## config.mk

```make
export PLATFORM = sky130hd
export DESIGN_NAME = ibu_pipe
export DESIGN_NICKNAME = d
export VERILOG_FILES = /design/src/rtl/ibu_pipe.sv
export SDC_FILE = /design/constraint.sdc
export NUM_CORES = 2
export LEC_CHECK = 0
export CORE_ASPECT_RATIO = 1.2
export CORE_UTILIZATION = 40
export DETAILED_ROUTE_END_ITERATION = 8
export PLACE_DENSITY = 0.56
export SLEW_MARGIN = 20
export SYNTH_ARGS = -nofsm -noshare
export SYNTH_HDL_FRONTEND = slang
export SYNTH_SLANG_ARGS = --single-unit
```

## constraint.sdc

```tcl
create_clock -name clk -period 34 [get_ports clk]
set_input_delay 6.8 -clock clk [delete_from_list [all_inputs] [get_ports clk]]
set_output_delay 6.8 -clock clk [all_outputs]
set_load 0.005 [all_outputs]
```

## src/rtl/ibu_pipe.sv

```systemverilog
// rtl/ibu_pipe.sv - two-stage pipelined inverse (Gentleman-Sande) modular butterfly
// S1 does the modular add/sub, S2 the optional multiply by 2^-1 mod N.
module ibu_pipe #(
    parameter int D_WIDTH = 64,
    parameter bit HALVE   = 1'b1
) (
    input  logic               clk,
    input  logic               rst,
    input  logic               in_valid,
    output logic               in_ready,
    input  logic [D_WIDTH-1:0] R0_in,
    input  logic [D_WIDTH-1:0] R1_in,
    input  logic [D_WIDTH-1:0] N_in,
    output logic               out_valid,
    input  logic               out_ready,
    output logic [D_WIDTH-1:0] R0_out,
    output logic [D_WIDTH-1:0] R1_out
);

    logic               s1_valid_q, s2_valid_q;
    logic [D_WIDTH-1:0] s1_r0_q, s1_r1_q, s1_n_q;
    logic [D_WIDTH-1:0] s2_r0_q, s2_r1_q;
    logic [D_WIDTH-1:0] s1_r0_d, s1_r1_d, s2_r0_d, s2_r1_d;
    logic [D_WIDTH-1:0] n_minus_b, sum_lo, dif_lo;
    logic [D_WIDTH:0]   sum_w, dif_w, n_ext;
    logic               s1_adv, s2_adv;

    // (x + N) >> 1 for odd x and odd N, split so no carry bit is dropped
    function automatic logic [D_WIDTH-1:0] half_mod(input logic [D_WIDTH-1:0] x,
                                                    input logic [D_WIDTH-1:0] n);
        if (!HALVE)
            return x;
        else if (x[0])
            return (x >> 1) + (n >> 1) + {{(D_WIDTH-1){1'b0}}, 1'b1};
        else
            return x >> 1;
    endfunction

    always_comb begin
        s2_adv   = !s2_valid_q || out_ready;
        s1_adv   = !s1_valid_q || s2_adv;
        in_ready = s1_adv;

        // the wide sums only decide the reduction; the low bits carry the value
        n_ext     = {1'b0, N_in};
        n_minus_b = N_in - R1_in;
        sum_w     = {1'b0, R0_in} + {1'b0, R1_in};
        dif_w     = {1'b0, R0_in} + {1'b0, n_minus_b};
        sum_lo    = R0_in + R1_in;
        dif_lo    = R0_in + n_minus_b;
        s1_r0_d   = (sum_w >= n_ext) ? sum_lo - N_in : sum_lo;
        s1_r1_d   = (dif_w >= n_ext) ? dif_lo - N_in : dif_lo;

        s2_r0_d   = half_mod(s1_r0_q, s1_n_q);
        s2_r1_d   = half_mod(s1_r1_q, s1_n_q);
    end

    always_ff @(posedge clk or posedge rst) begin
        if (rst) begin
            s1_valid_q <= 1'b0;
            s1_r0_q    <= '0;
            s1_r1_q    <= '0;
            s1_n_q     <= '0;
            s2_valid_q <= 1'b0;
            s2_r0_q    <= '0;
            s2_r1_q    <= '0;
        end else begin
            if (s1_adv) begin
                s1_valid_q <= in_valid;
                if (in_valid) begin
                    s1_r0_q <= s1_r0_d;
                    s1_r1_q <= s1_r1_d;
                    s1_n_q  <= N_in;
                end
            end
            if (s2_adv) begin
                s2_valid_q <= s1_valid_q;
                if (s1_valid_q) begin
                    s2_r0_q <= s2_r0_d;
                    s2_r1_q <= s2_r1_d;
                end
            end
        end
    end

    assign out_valid = s2_valid_q;
    assign R0_out    = s2_r0_q;
    assign R1_out    = s2_r1_q;

endmodule

```

==> flow_metrics.env <==
export IMPL_p_leak_nw=20.6
export IMPL_post_route_period_util=0.497
export IMPL_cts_resized=0
export IMPL_dieHeight_um=345
export IMPL_synth_edf_count=0
export IMPL_worstMarginPinSlew_ns=1.07
export IMPL_drt_wl_total_um=143000
export IMPL_die_area_sq_um=99400
export IMPL_cts_root_buf="clkbuf_16"
export IMPL_yosysUniqueCellTypes=103
export IMPL_grt_pass1_wl_um=215000
export IMPL_ant_nets=0
export IMPL_die_w_um=288
export IMPL_ys_warn_count=0
export IMPL_grt_use_total=0.280
export IMPL_first_global_vias=35967
export IMPL_rsz0062_at_grt="false"
export IMPL_synth_seq_cells=321
export IMPL_postCtsSetupRepairBufs=0
export IMPL_grt_max_degree=120
export IMPL_instances_no_fill=6572
export IMPL_drt_initial_drc_count=3562
export IMPL_worstHoldPathCells=2
export IMPL_finalSetupViolCount=0
export IMPL_synth_async_reset_ratio=1.00
export IMPL_clkSinkCount=321
export IMPL_power_density_nw_per_um2=82.1
export IMPL_placed_cells=6510
export IMPL_synth_area_sq_um=39200
export IMPL_drv_cap=0
export IMPL_worstPathRequired_ns=34.43
export IMPL_drive_above_1_share=0.0306
export IMPL_core_area_sq_um=97000
export IMPL_end_kind="flip-flop"
export IMPL_slowest_stage="a21oi_4"
export IMPL_cts_made_buffers=34
export IMPL_grt_overflow_total=0
export IMPL_ctsHoldBuffers=0
export IMPL_synthFlopType="dfrtp_1"
export IMPL_io_buffers=325
export IMPL_core_rowCount=125
export IMPL_ioPinCount=326
export IMPL_gp_congestion=1.03
export IMPL_final_max_slew_viol_count=0
export IMPL_max_vdd_ir_drop_mv=0.0374
export IMPL_slowest_delay_ns=0.84
export IMPL_fin_crit_ns=16.89
export IMPL_drt_pass1_iterations=8
export IMPL_worstHoldPathType="flip-flop to flip-flop"
export IMPL_nets=5924
export IMPL_synth_yosys_seq_area_share=0.205
export IMPL_outcome="completed"
export IMPL_relSlewSlack=0.283
export IMPL_drc=0
export IMPL_syn_inst=5138
export IMPL_vias=38377
export IMPL_cts_clk_slew_worst_paths_ns=0.06
export IMPL_start_kind="primary input"
export IMPL_syn_nets=5786
export IMPL_finalHoldViolCount=0
export IMPL_r2r_cells=17
export IMPL_clock_path_buffers=3
export IMPL_htree_levels=2
export IMPL_postSynthAreaPerCell_sq_um=7.64
export IMPL_finalSetupTns_ns=0
export IMPL_area_growth_pct=13.3
export IMPL_critPathMaxFanout=85
export IMPL_criticalPathCategory="primary input to flip-flop"
export IMPL_routedWlPerCell_um=21.8
export IMPL_cts_tree="yes"
export IMPL_skew_ns=0.0247
export IMPL_avgViaCountPerCell=5.84
export IMPL_post_dp_hpwl_um=121000
export IMPL_cp_arrival_ns=17.32
export IMPL_clock_fmax_ghz=0.0592
export IMPL_start_util=0.405
export IMPL_clock_latency_ns=0.55
export IMPL_grt_antenna_before_repair=5
[layout make-up]
cell class                 count  area (sq um)
timing repair buffer         344          3400
tap                         1270          1590
clock inverter                18           254
inverter                     246           931
sequential                   321          8040
multi-input combinational   4329         29300
clock buffer                  43           966
antenna                        1          2.50
fill                       10005         52500
[cells in the final DEF, fill, tap and decap left out, types with 14 or more instances in the layout]
master	count
a211o_1	15
a211oi_1	36
a21boi_0	24
a21o_1	292
a21oi_1	544
a221oi_1	14
a31oi_1	65
and2_1	32
and3_1	44
buf_4	19
clkbuf_16	35
clkdlybuf4s50_1	325
dfrtp_1	319
ha_1	445
inv_1	243
mux2i_1	150
nand2_1	600
nand2b_1	51
nand3_1	116
nand4_1	86
nor2_1	278
nor2b_1	51
nor3_1	63
nor3b_1	33
nor4_1	17
o211ai_1	29
o21a_1	48
o21ai_0	538
o21ai_1	17
o21bai_1	69
o31ai_1	21
or3_1	22
xnor2_1	259
xor2_1	151
[state kept, by name (all words and copies together), names as in the netlist]
name	cells
out_valid	1
s1_valid_q	1
s1_r0_q	64
s1_r1_q	64
s1_n_q	63
R1_out	64
R0_out	64
[per-layer routing]
layer,up-vias,share of wire,global-route usage
met2,1254,0.41,0.411
met1,18069,0.50,0.428
met5,-,0,0
li1,18918,-,-
met4,0,0.032,0.0867
met3,136,0.055,0.0210
[cell families (layout without fill, tap and decap cells)]
logic type               count (synthesis)  in the layout  synth area share
flip-flops                             321            321             0.205
multiplexers                           154            154            0.0394
adder cells (fa/ha/maj)                452            452             0.145
AND/OR/NAND/NOR                       1443           1443             0.171
XOR/XNOR                               410            410            0.0915
AO/OA/AOI/OAI                         1870           1870             0.297
other                                    0              1                 0
buffers and inverters                  488            651            0.0503
[Yosys cell counts, drive strengths merged (48+ instances only)]
master | number | area [sq um]
o21ai | 560 | 2820
a31oi | 66 | 419
o21a | 48 | 360
nand2 | 602 | 2260
o21bai | 72 | 567
dfrtp | 321 | 8030
nand2b | 51 | 319
nand3 | 119 | 606
ha | 445 | 5570
xnor2 | 259 | 2270
nor2b | 51 | 319
a21oi | 549 | 2760
nor3 | 67 | 362
nand4 | 86 | 538
a21o | 293 | 2200
clkbuf | 189 | 782
inv | 246 | 923
mux2i | 150 | 1500
xor2 | 151 | 1320
buf | 52 | 259
nor2 | 278 | 1040
[worst max-delay path: cells and delay by family]
| family | cells | cell delay [ns] |
|---|---|---|
| mux | 1 | 0.29 |
| compound gates | 21 | 6.27 |
| buf+inv | 4 | 1.37 |
| fa+ha+maj | 4 | 1.29 |
| simple gates | 7 | 0.85 |
| xor+xnor | 2 | 0.35 |
[through the flow]
step           power [mW]  hold WS, ns  worst slack [ns]   util  area [sq um]
3_5_place_dp         3.20        0.469             16.69  0.446         43200
5_1_grt              3.94        0.495             16.41  0.458         44400
4_1_cts              3.62        0.482             17.23  0.458         44400
3_3_place_gp         3.20        0.460             16.79  0.446         43200
6_report             3.65        0.475             17.11  0.458         44500
2_1_floorplan        2.41        0.450             18.32      -         39200
[power by group]
| group | total [mW] | switching, mW | leakage [nW] | internal [mW] |
|---|---|---|---|---|
| Combinational | 2.53 | 1.49 | 16.1 | 1.04 |
| Clock | 0.411 | 0.168 | 0.593 | 0.242 |
| Sequential | 0.703 | 0.167 | 3.95 | 0.536 |
| Total | 3.65 | 1.83 | 20.6 | 1.82 |
[worst paths after layout]
check,end,slack [ns],from
hold / removal,R0_out[14],0.47,R0_out[14]
max in group asynchronous,s1_r1_q[0],25.65,rst
min in group asynchronous,R1_out[27],6.81,rst
setup reg to reg,R0_out[46],29.72,s1_r0_q[1]
hold reg to reg,R0_out[14],0.47,R0_out[14]
setup / recovery,s1_r1_q[0],17.11,N_in[0]
Power figures use the tool's default switching activity.
